**src/rtl/regfile_write_sequencer.sv**
```systemverilog
// Register file writer: merges pipeline, multdiv and exception writebacks.
// Ports: clock/ctrl_reset, pipe_*, md_* (valid/ready), exc_*, regfile-side outputs, pending_mask.
module regfile_write_sequencer #(
   parameter int         DEPTH   = 2,
   parameter logic [4:0] RSTATUS = 5'd31
) (
   input  logic        clock,
   input  logic        ctrl_reset,
   input  logic        pipe_we,
   input  logic [4:0]  pipe_rd,
   input  logic [31:0] pipe_data,
   input  logic        md_valid,
   input  logic [4:0]  md_rd,
   input  logic [31:0] md_data,
   output logic        md_ready,
   input  logic        exc_valid,
   input  logic [31:0] exc_code,
   output logic        ctrl_writeEnable,
   output logic [4:0]  ctrl_writeReg,
   output logic [31:0] data_writeReg,
   output logic        rs_write,
   output logic [31:0] rs_writeData,
   output logic [31:0] pending_mask
);

   localparam int AW = (DEPTH > 1) ? $clog2(DEPTH) : 1;
   localparam int CW = $clog2(DEPTH + 1);

   logic [4:0]       rd_q   [DEPTH];
   logic [31:0]      dat_q  [DEPTH];
   logic [DEPTH-1:0] live_q, live_k, live_d;
   logic [AW-1:0]    head_q, head_d, tail_q, tail_d;
   logic [CW-1:0]    count_q, count_d;

   logic        we_q, we_d;
   logic [4:0]  wreg_q, wreg_d;
   logic [31:0] wdata_q, wdata_d;
   logic        rs_q;
   logic [31:0] rsd_q, rsd_d;
   logic [31:0] pm_q, pm_d;

   logic pipe_wr, md_fire, fifo_empty;
   logic head_live, head_dead, bypass, md_drop;
   logic push, pop;
   logic [4:0] rd_n;

   assign md_ready = (count_q != CW'(DEPTH));

   always_comb begin
      pipe_wr    = pipe_we && (pipe_rd != 5'd0);
      md_fire    = md_valid && md_ready;
      fifo_empty = (count_q == '0);

      // A pipeline write is younger than every buffered result, and an
      // exception owns $rstatus; matching entries become dead in place.
      live_k = live_q;
      for (int i = 0; i < DEPTH; i++) begin
         if ((pipe_wr && rd_q[i] == pipe_rd) ||
             (exc_valid && rd_q[i] == RSTATUS))
            live_k[i] = 1'b0;
      end

      head_live = !fifo_empty && live_k[head_q];
      head_dead = !fifo_empty && !live_k[head_q];
      bypass    = !pipe_wr && fifo_empty && md_valid && (md_rd != 5'd0);
      md_drop   = (md_rd == 5'd0) || (pipe_wr && md_rd == pipe_rd);
      push      = md_fire && !bypass && !md_drop;
      // Dead heads drain regardless of who owns the main port.
      pop       = head_dead || (head_live && !pipe_wr);

      we_d    = 1'b0;
      wreg_d  = wreg_q;
      wdata_d = wdata_q;
      if (pipe_wr) begin
         we_d    = 1'b1;
         wreg_d  = pipe_rd;
         wdata_d = pipe_data;
      end else if (head_live) begin
         we_d    = 1'b1;
         wreg_d  = rd_q[head_q];
         wdata_d = dat_q[head_q];
      end else if (bypass) begin
         we_d    = 1'b1;
         wreg_d  = md_rd;
         wdata_d = md_data;
      end

      rsd_d = exc_valid ? exc_code : rsd_q;

      // Push and pop never share a slot: push needs not-full, pop not-empty.
      live_d = live_k;
      if (pop)  live_d[head_q] = 1'b0;
      if (push) live_d[tail_q] = 1'b1;

      head_d  = head_q + AW'(pop);
      tail_d  = tail_q + AW'(push);
      count_d = count_q + CW'(push) - CW'(pop);

      pm_d = '0;
      for (int i = 0; i < DEPTH; i++) begin
         rd_n = (push && tail_q == AW'(i)) ? md_rd : rd_q[i];
         if (live_d[i]) pm_d = pm_d | (32'd1 << rd_n);
      end
      pm_d[0] = 1'b0;
   end

   always_ff @(posedge clock) begin
      if (!ctrl_reset) begin
         for (int i = 0; i < DEPTH; i++) begin
            rd_q[i]  <= '0;
            dat_q[i] <= '0;
         end
         live_q  <= '0;
         head_q  <= '0;
         tail_q  <= '0;
         count_q <= '0;
         we_q    <= 1'b0;
         wreg_q  <= '0;
         wdata_q <= '0;
         rs_q    <= 1'b0;
         rsd_q   <= '0;
         pm_q    <= '0;
      end else begin
         if (push) begin
            rd_q[tail_q]  <= md_rd;
            dat_q[tail_q] <= md_data;
         end
         live_q  <= live_d;
         head_q  <= head_d;
         tail_q  <= tail_d;
         count_q <= count_d;
         we_q    <= we_d;
         wreg_q  <= wreg_d;
         wdata_q <= wdata_d;
         rs_q    <= exc_valid;
         rsd_q   <= rsd_d;
         pm_q    <= pm_d;
      end
   end

   assign ctrl_writeEnable = we_q;
   assign ctrl_writeReg    = wreg_q;
   assign data_writeReg    = wdata_q;
   assign rs_write         = rs_q;
   assign rs_writeData     = rsd_q;
   assign pending_mask     = pm_q;

endmodule
```
**config.mk**
```make
export PLATFORM = sky130hd
export DESIGN_NAME = regfile_write_sequencer
export DESIGN_NICKNAME = d
export VERILOG_FILES = /design/src/rtl/regfile_write_sequencer.sv
export SDC_FILE = /design/constraint.sdc
export NUM_CORES = 1
export LEC_CHECK = 0
export CAP_MARGIN = 20
export CORE_ASPECT_RATIO = 0.9
export CORE_UTILIZATION = 25
export DETAILED_ROUTE_END_ITERATION = 10
export PLACE_DENSITY = 0.5
export SETUP_SLACK_MARGIN = 0.05
export SYNTH_ARGS = -nofsm -noshare
export SYNTH_HDL_FRONTEND = slang
export SYNTH_SLANG_ARGS = --single-unit
```
**constraint.sdc**
```tcl
create_clock -name clock -period 11.75 [get_ports clock]
set_clock_uncertainty 0.1 [all_clocks]
set_input_delay 2.35 -clock clock [delete_from_list [all_inputs] [get_ports clock]]
set_output_delay 2.35 -clock clock [all_outputs]
set_load 0.05 [all_outputs]
```
# Word level (Yosys, flattened, before mapping)
# Memories as Yosys holds them, arrays and structs flattened. A register that Yosys moved wholly into a read port is not among the register bits.
# Cells that the tools add are included.
[op_classes]
n_bitwise = 5
order_cmp = 4
div_mod_pow = 0
shift = 2
eq_ne = 6
add_sub_neg = 4
n_reduce_logical = 35
mul = 0
mux = 35
[ops]
columns = ["cell", "n"]
rows = [
  ["$mux W32", 6],
  ["$shl A1 B5 Y32 const A", 2],
  ["$or A32 B32 Y32", 1],
  ["$reduce_or A32 Y1", 1],
  ["$mux W5", 6],
  ["$logic_and A1 B1 Y1", 19],
  ["$mux W1", 19],
  ["$eq A5 B5 Y1", 3],
  ["$eq A5 B5 Y1 const B", 2],
  ["$reduce_bool A5 Y1", 2],
  ["$logic_not A1 Y1", 5],
  ["$logic_not A5 Y1", 1],
  ["$reduce_or A5 Y1", 1],
  ["$logic_or A1 B1 Y1", 4],
  ["$lt A1 B2 Y1 const B", 2],
  ["$mux W2", 2],
  ["$reduce_bool A3 Y1", 1],
  ["$add A1 B1 Y1", 2],
  ["$add A2 B1 Y2", 1],
  ["$and A2 B2 Y2", 1],
  ["$demux W1 S1", 2],
  ["$ge A1 B1 Y1 const B", 2],
  ["$logic_not A2 Y1", 1],
  ["$ne A2 B2 Y1 const B", 1],
  ["4 further kinds", 4],
]
[totals]
out_inout_bits = 104
rom_bits = 0
memories = 2
input_bits = 111
wordCells = 104
register_bits = 109
latchBits = 0
ramBits = 74
[mem_list]
columns = ["memory", "depth", "width", "read_ports", "rd_ports_with_merged_regs", "write_ports", "line_no", "rtl"]
rows = [
  ["dat_q", 2, 32, 1, 1, 2, "30", "logic [31:0] dat_q [DEPTH];"],
  ["rd_q", 2, 5, 3, 1, 2, "29", "logic [4:0] rd_q [DEPTH];"],
]

# Logic depth before layout (Yosys ltp)
# Gate-level depths: netlist of run 1.
[depth]
ltp_word = 16
depth_mapped = 14

# Worst setup path before layout of run 1
# OpenSTA, ideal clock, no wires.
[synth_timing]
path_type = "input -> register"
from = "input port pipe_rd[3]"
to = "memory dat_q[0][0] (enable)"
arrival_time_ps = 6591
path_slack_ps = 4577
stages = 8
setup_time_ps = 483
path_cell_list = "or4_4 -> o21a_1 -> buf_6 -> a32o_1 -> buf_2 -> nor2_1 -> inv_1 -> o21ai_0"
[synth_rtl]
columns = ["item", "line_no", "rtl"]
rows = [
  ["start, declared", "10", "input logic [4:0] pipe_rd,"],
  ["end, declared", "30", ""],
]

# Worst setup path after layout of run 1
[layout_timing]
from = "input port pipe_rd[4]"
to = "register pm_q[20] (netlist: pending_mask[20])"
[layout_between]
elab_chain_len = 16
[layout_lines]
columns = ["item", "line_no", "rtl"]
rows = [
  ["$reduce_bool A5 Y1", "50", "pipe_wr = pipe_we && (pipe_rd != 5'd0);"],
  ["$logic_and A1 B1 Y1", "50", ""],
  ["$logic_and A1 B1 Y1", "58", "if ((pipe_wr && rd_q[i] == pipe_rd) ||"],
  ["$logic_or A1 B1 Y1", "58", ""],
  ["$mux W1", "58", ""],
  ["$mux W1 (not written as such) (2 in a row)", "63, 64", ""],
  ["$logic_not A1 Y1 / $logic_and A1 B1 Y1 (equally long branches)", "64, 63", ""],
  ["$logic_and A1 B1 Y1 (on tied branches)", "64, 69", ""],
  ["$logic_or A1 B1 Y1", "69", "pop = head_dead || (head_live && !pipe_wr);"],
  ["$mux W2", "92", "if (pop) live_d[head_q] = 1'b0;"],
  ["$or A2 B2 Y2 (no line)", "--", ""],
  ["$mux W2", "93", "if (push) live_d[tail_q] = 1'b1;"],
  ["$mux W32", "102", "if (live_d[i]) pm_d = pm_d | (32'd1 << rd_n);"],
  ["$or A32 B32 Y32", "102", ""],
  ["$mux W32 (*)", "102", ""],
  ["end signal, assigned", "137", "pm_q <= pm_d;"],
  ["end, declared", "40", "logic [31:0] pm_q, pm_d;"],
]
# Every way passes the cells marked *; elsewhere a longest branch is shown, timed or not. The select of a mux whose other input is x is not followed.
# A chain may end at the register's enable or synchronous reset.

==> results of run 1 <==
cell usage after synthesis, types with 2 or more instances:
master	count
dfxtp_1	109
edfxtp_1	74
mux2i_1	72
and2_1	70
o22ai_1	63
nand2_1	44
nor2_1	43
clkbuf_1	40
nor2b_1	33
o221ai_1	32
nand3_1	19
inv_1	15
nor3_1	14
a31oi_1	12
o21ai_0	12
xor2_1	10
nor3b_1	8
buf_1	7
xnor2_1	7
buf_2	6
a41oi_1	5
nand3_2	5
or3_1	5
a31o_2	4
ha_1	4
a21oi_1	2
mux2_2	2
o221a_2	2
o22ai_4	2
or2_2	2
final timing paths:
path	start	end	slack, ns	cells past startpoint
max	pipe_rd[4]	pending_mask[20]	5.83	11
min	rs_writeData[5]	rs_writeData[5]	0.41	2
max reg2reg	count_q[1]	pending_mask[20]	8.69	10
min reg2reg	rs_writeData[5]	rs_writeData[5]	0.41	2
area by class of cell:
class	count	area [µm²]	share of cell area
tap	409	511.7	0.04580
clock buffer	23	536.8	0.04804
multi-input combinational	488	3392	0.3036
antenna	2	5.005	0.0004479
timing repair buffer	222	2190	0.1960
clock inverter	8	76.32	0.006831
inverter	15	56.30	0.005039
sequential	183	4405	0.3943
registers in the layout, summed over array words and instances (netlist names), named ones only:
name              flops
rs_writeData         32
data_writeReg        32
ctrl_writeReg         5
live_q                2
dat_q                64
tail_q                1
rs_write              1
rd_q                 10
ctrl_writeEnable      1
pending_mask         31
count_q               2
head_q                1
per-stage QoR:
| stage | area (µm²) | power, mW | hold slack (ns) | util |
|---|---|---|---|---|
| 2_1_floorplan | 8029 | 1.170 | 0.4712 | - |
| 3_3_place_gp | 10560 | 1.369 | 0.3986 | 0.3381 |
| 3_5_place_dp | 10560 | 1.369 | 0.4012 | 0.3381 |
| 4_1_cts | 11170 | 1.982 | 0.4233 | 0.3578 |
| 5_1_grt | 11170 | 2.051 | 0.4465 | 0.3579 |
| 6_report | 11170 | 1.956 | 0.4149 | 0.3579 |
power by group through the flow:
stage	logic (mW)	registers, mW	clock network, mW
floorplan	0.271	0.899	0
global placement	0.571	0.798	0
finish	0.568	0.784	0.604
CTS	0.574	0.784	0.624
global route	0.609	0.793	0.650
detailed placement	0.571	0.798	0
kinds of logic (layout without fill, tap and decap cells):
kind of cell,count (synthesis),in the layout,share of synthesized area
AOI/OAI and AO/OA,144,144,0.1320
xor gates and xnor gates,17,17,0.01854
adders and majority gates,4,4,0.006234
buffers and inverters,70,268,0.03506
DFF,183,183,0.5485
muxes,74,74,0.09257
other,1,3,0.0004671
and+or+nand+nor,248,248,0.1666
routing by layer:
layer	wire length (µm)	vias to the layer above	GRT usage
met1	11300	3026	0.1961
met2	11040	170	0.2281
met4	408	2	0.05113
li1	-	3084	-
met5	13	-	0
met3	1350	23	0.04181
worst min-delay path, stage by stage, from the launching register on:
cell,delay [ns]
dfxtp_1,0.33
mux2i_1,0.06
nor2b_1,0.09
==> results.md, run 1 <==
| Quantity | Reported |
|---|---|
| Power share of the clock group | 0.309 |
| Type of the tightest min-delay check | flip-flop to flip-flop |
| Min Clock Period, post-route | 5.918 ns |
| Endpoint required time on the critical path | 11.93 ns |
| Unrepaired setup endpoints after global routing | no |
| Number of buffers inserted by post-CTS setup repair | 0 |
| Average via count per standard cell | 4.670 |
| Max-slew headroom at the worst pin | 0.4040 |
| Number of antenna violations at the first check in global routing | 2 |
| Worst-path clk slew | 0.07 ns |
| Setup WS post-layout | 5.832 ns |
| Async set or reset register ratio after synthesis | 0 |
| Vias post-DR | 6,305 |
| # setup viols final | 0 |
| Remaining antenna violation count after routing | 0 |
| Cell occurring most often along the worst timing path | nor2_1 |
| Pre-CTS worst setup slack | 5.441 ns |
| Number of inserted filler cells in the final layout | 3,140 |
| Number of rows created at floorplan | 61 |
| Cell with the largest stage delay on the worst path | or4_4 |
| Commonest cells after routing, fill and taps aside | 211 x clkdlybuf4s50_1, 108 x dfxtp_1, 74 x edfxtp_1, 72 x mux2i_1, 70 x and2_1 |
| Net total in the final layout | 1,042 |
| Critical Path Sink Type | flip-flop |
| Power density over the cells | 175.1 nW/µm² |
| Mapped Area | 8029 µm² |
| Switching power | 657.6 µW |
| Share of final-layout standard cells stronger than drive strength 1 | 0.07242 |
| Post-DR wirelength/cell | 17.86 µm |
| Commonest non-fill, non-tap cell in the layout | clkdlybuf4s50_1 |
| Number of buffers and inverters on the critical path | 2 |
| Slew Viols, Final | 0 |
| P_leak | 4.048 nW |
| Logic pwr share | 0.290 |
| Pre-antenna DRT Iters | 4 |
| Vert. Die Dim | 172.0 µm |
| Crit Path Max Fanout | 18 |
| Count of cell types in the netlist | 48 |
| Post-synth top flop | dfxtp_1 |
| Wire length of the first global-routing pass | 36,760 µm |
| Cell-internal power | 1.299 mW |
| TritonCTS clock tree | built |
| Die Wd | 190.9 µm |
| Count of placed standard cells including taps | 1,317 |
| Total of warnings raised by yosys | 0 |
| Crit Path Category | input pin to flip-flop |
| Pin slew with the least headroom to its limit | 0.8940 ns |
| Area enclosed by the die boundary | 32,840 µm² |
| CP cell instances | clkdlybuf4s50_1, or4_4, o21a_1, a32o_1, nor2_1, ha_1, nor2_1, a31oi_1, inv_1, nand3_2, o22ai_1 |
| Area Overhead vs Synth | 39.16% |
| Arrival time at the worst endpoint | 6.10 ns |
| Library cell occupying the most area in the post-synthesis netlist | edfxtp_1 |
| Highest clock rate | 169.0 MHz |
| Status | finished clean |
| CP max stage delay | 0.60 ns |
| Htree depth | 4 |
| Share of total power in sequential cells | 0.401 |
| Clock latency of the later-clocked register in the worst-skew pair | 0.43 ns |
| IO buf count | 213 |
| EDFF count, synth | 74 |
| Worst IR Drop VDD | 0.1066 mV |
| Drt drc | 0 |
| Share of the clock period used by the worst path | 0.5037 |
| Setup TNS after final layout | 0 ns |
| Count of placed standard cells in the final layout, fillers left out | 1,350 |
| Biggest area contributors in the synthesized netlist | edfxtp_1 28%, dfxtp_1 27%, mux2i_1 9.0% |
| Number of storage elements in the synthesis netlist | 183 |
| Mean area per synthesized cell | 10.84 µm² |
| Share of Yosys cell area claimed by the top area cell type | 0.2768 |
| Net count after synthesis | 856 |
| Pin count of the biggest net entering global routing | 83 |
| Total detailed-routing wirelength | 24,110 µm |
| Sequential area share after synthesis | 0.5485 |
| Starting Density | 0.2572 |
| Sw frac | 0.3361 |
| Overflow after GRT | 0 |
| Number of global-route vias before repair | 6,408 |
| Final hold vios | 0 |
| Total clock buffers created by CTS | 17 |
| Global-route usage over all layers | 0.1476 |
| Total of cells resized after clock tree synthesis | 0 |
| Count of maximum capacitance violations | 0 |
| Number of hold buffers added after cts | 0 |
| Max clock buf depth | 2 |
| Placeable core region | 31,220 µm² |
| GP Congestion | 0.8227 |
| Category of cells accounting for the largest share of critical-path delay | compound AO/OA/AOI/OAI gates |
| Iteration-0 DRC Markers | 316 |
| Cell chosen for the clock root | clkbuf_16 |
| Estimated wirelength of the detail-placed design | 15,880 µm |
| Synth Instances | 741 |
| IO Pins | 215 |
| Number of sinks handled by clock tree synthesis | 183 |
| Type of origin of the critical path | input pin |
No activity file was read; power rests on OpenSTA's default activity.
==> run 2: changes to the inputs <==
--- a/config.mk
+++ b/config.mk
@@ -9,7 +9,7 @@
 export CORE_ASPECT_RATIO = 0.9
 export CORE_UTILIZATION = 25
 export DETAILED_ROUTE_END_ITERATION = 10
-export PLACE_DENSITY = 0.5
+export PLACE_DENSITY = 0.51
 export SETUP_SLACK_MARGIN = 0.05
 export SYNTH_ARGS = -nofsm -noshare
 export SYNTH_HDL_FRONTEND = slang
==> constraint.sdc (replaced) <==
create_clock -name clock -period 5.2 [get_ports clock]
set_clock_uncertainty 0.1 [all_clocks]
set_input_delay 1.04 -clock clock [delete_from_list [all_inputs] [get_ports clock]]
set_output_delay 1.04 -clock clock [all_outputs]
set_load 0.05 [all_outputs]
==> run 2 against run 1 <==
- sequential power grew 120%
- utilization increased by 0.22 points
- clock power grew 120%
- register-to-register slack worse by 6.3 ns
- count of clock-buffer cells in the layout down 5
- via count grew 0.94%
- flip-flop and latch count is the same
- setup slack got worse by 5.0 ns
- final area increased by 0.61%
- critical path depth is the same
- critical endpoint is now pending_mask[7]
- highest routed layer is now met4
==> results.md, run 2 (same netlist as run 1, synthesis figures left out) <==
| Quantity | Reported |
|---|---|
| Number of antenna violations at the first check in global routing | 0 |
| Max-slew headroom at the worst pin | 0.4199 |
| Endpoint of the worst-slack reg-to-reg timing path | data_writeReg[30] |
| Final total power | 4.413 mW |
| Crit Path Max Fanout | 18 |
| Placeable core region | 31,220 µm² |
| Status | finished clean |
| Arrival time at the worst endpoint | 4.55 ns |
| Type of origin of the critical path | input pin |
| CP max stage delay | 0.63 ns |
| Sw frac | 0.3472 |
| Pre-antenna DRT Iters | 7 |
| Area enclosed by the die boundary | 32,840 µm² |
| Category of cells accounting for the largest share of critical-path delay | compound AO/OA/AOI/OAI gates |
| TritonCTS clock tree | built |
| Iteration-0 DRC Markers | 349 |
| Share of final-layout standard cells stronger than drive strength 1 | 0.08325 |
| Htree depth | 4 |
| Worst IR Drop VDD | 0.2239 mV |
| Number of inserted filler cells in the final layout | 3,180 |
| Depth of the worst hold-timing path | 2 |
| Largest Register | dat_q |
| Average via count per standard cell | 4.686 |
| GP Congestion | 0.8261 |
| Max clock buf depth | 2 |
| P_leak | 4.089 nW |
| Total of cells resized after clock tree synthesis | 0 |
| Number of buffers and inverters on the critical path | 2 |
| Setup WS post-layout | 0.8553 ns |
| Net total in the final layout | 1,051 |
| Commonest cells after routing, fill and taps aside | 211 x clkdlybuf4s50_1, 108 x dfxtp_1, 74 x edfxtp_1, 72 x mux2i_1, 70 x and2_1 |
| Worst-path clk slew | 0.07 ns |
| Cell with the largest stage delay on the worst path | or4_4 |
| Number of sinks handled by clock tree synthesis | 183 |
| Register-to-register path setup slack | 2.35 ns |
| Total clock buffers created by CTS | 17 |
| Number of buffers inserted by post-CTS setup repair | 0 |
| Vert. Die Dim | 172.0 µm |
| Count of placed standard cells including taps | 1,326 |
| Total detailed-routing wirelength | 24,050 µm |
| R2R Path Start | rd_q[0][1] |
| Critical Path Sink Type | flip-flop |
| Switching power | 1.532 mW |
| Global-route usage over all layers | 0.1473 |
| Number of hold buffers added after cts | 0 |
| Max reg flops | 64 |
| Die Wd | 190.9 µm |
| # setup viols final | 0 |
| Unrepaired setup endpoints after global routing | no |
| Share of the clock period used by the worst path | 0.8355 |
| Cell-internal power | 2.881 mW |
| Starting Density | 0.2572 |
| Pin slew with the least headroom to its limit | 0.8702 ns |
| Wire length of the first global-routing pass | 36,770 µm |
| Count of placed standard cells in the final layout, fillers left out | 1,358 |
| Pre-CTS worst setup slack | 0.4930 ns |
| Number of diodes added for antenna fixing | 0 |
| Power density over the cells | 392.6 nW/µm² |
| Slew Viols, Final | 0 |
| Estimated wirelength of the detail-placed design | 15,600 µm |
| Pin count of the biggest net entering global routing | 81 |
| Vias post-DR | 6,364 |
| Count of maximum capacitance violations | 0 |
| Power share of the clock group | 0.304 |
| Remaining antenna violation count after routing | 0 |
| Clock latency of the later-clocked register in the worst-skew pair | 0.43 ns |
| Drt drc | 0 |
| Number of global-route vias before repair | 6,355 |
| Final hold vios | 0 |
| End-of-flow core utilization | 0.3601 |
| Logic pwr share | 0.298 |
| Area Overhead vs Synth | 40.00% |
| Endpoint required time on the critical path | 5.40 ns |
| Overflow after GRT | 0 |
| Hold wc startpoint | rs_writeData[0] |
| IO buf count | 213 |
| Number of rows created at floorplan | 61 |
| Min Clock Period, post-route | 4.345 ns |
| Commonest non-fill, non-tap cell in the layout | clkdlybuf4s50_1 |
| Share of total power in sequential cells | 0.398 |
| Post-DR wirelength/cell | 17.71 µm |
| Cell chosen for the clock root | clkbuf_16 |
| Type of the tightest min-delay check | flip-flop to flip-flop |
| Endpoint with the worst hold slack | rs_writeData[0] |
| CP cell instances | clkdlybuf4s50_1, or4_4, o21a_1, a32o_1, nor2_1, ha_1, nor3b_1, a31oi_1, inv_1, nand3_2, o22ai_1 |
| Crit Path Category | input pin to flip-flop |
| Cell depth of the worst flop-to-flop path | 7 |
| IO Pins | 215 |
| Highest clock rate | 230.2 MHz |
[run 2: worst min-delay path, delay by kind of cell (launching register included)]
kind	cells	cell delay [ns]
muxes	1	0.06
DFF	1	0.33
and+or+nand+nor	1	0.10
[run 2: power groups by stage]
| stage | sequential (mW) | combinational (mW) | clock, mW |
|---|---|---|---|
| after CTS | 1.76 | 1.33 | 1.39 |
| after detailed placement | 1.79 | 1.32 | 0 |
| final | 1.76 | 1.31 | 1.34 |
| after global routing | 1.78 | 1.41 | 1.44 |
| after global placement | 1.79 | 1.32 | 0 |
| after floorplan | 2.03 | 0.612 | 0 |
[run 2: worst max path at each step]
stage	slack, ns	to	startpoint	cells after the start
floorplan	-0.66	dat_q[0][0]	pipe_rd[3]	8
detailed placement	0.49	pending_mask[7]	pipe_rd[4]	11
global route	0.66	pending_mask[11]	pipe_rd[4]	11
CTS	0.94	pending_mask[7]	pipe_rd[3]	11
finish	0.86	pending_mask[7]	pipe_rd[3]	11
global placement	0.57	pending_mask[31]	pipe_rd[4]	11
[run 2: per-stage QoR]
step                TNS (ns)  hold slack (ns)  cell area [µm²]
floorplan             -49.08           0.4712             8029
global placement           0           0.3991            10640
detailed placement         0           0.4060            10640
CTS                        0           0.4279            11240
global route               0           0.4420            11240
finish                     0           0.4208            11240
[run 2: area by class of cell]
class | instances | area (µm²) | share of cell area
clock buffers | 18 | 450.4 | 0.04007
clock inverters | 14 | 147.6 | 0.01313
inverters | 15 | 56.30 | 0.005009
multi-input cells | 488 | 3387 | 0.3013
flip-flops and latches | 183 | 4405 | 0.3919
well taps | 409 | 511.7 | 0.04553
repair buffers | 231 | 2282 | 0.2030
[run 2: metal layers]
layer / wire length [µm] / track usage / share of wire
met1: 11240 / 0.1958 / 0.47
met2: 11340 / 0.2327 / 0.47
met3: 1253 / 0.04059 / 0.052
met4: 211 / 0.04209 / 0.0088
met5: 0 / 0 / 0
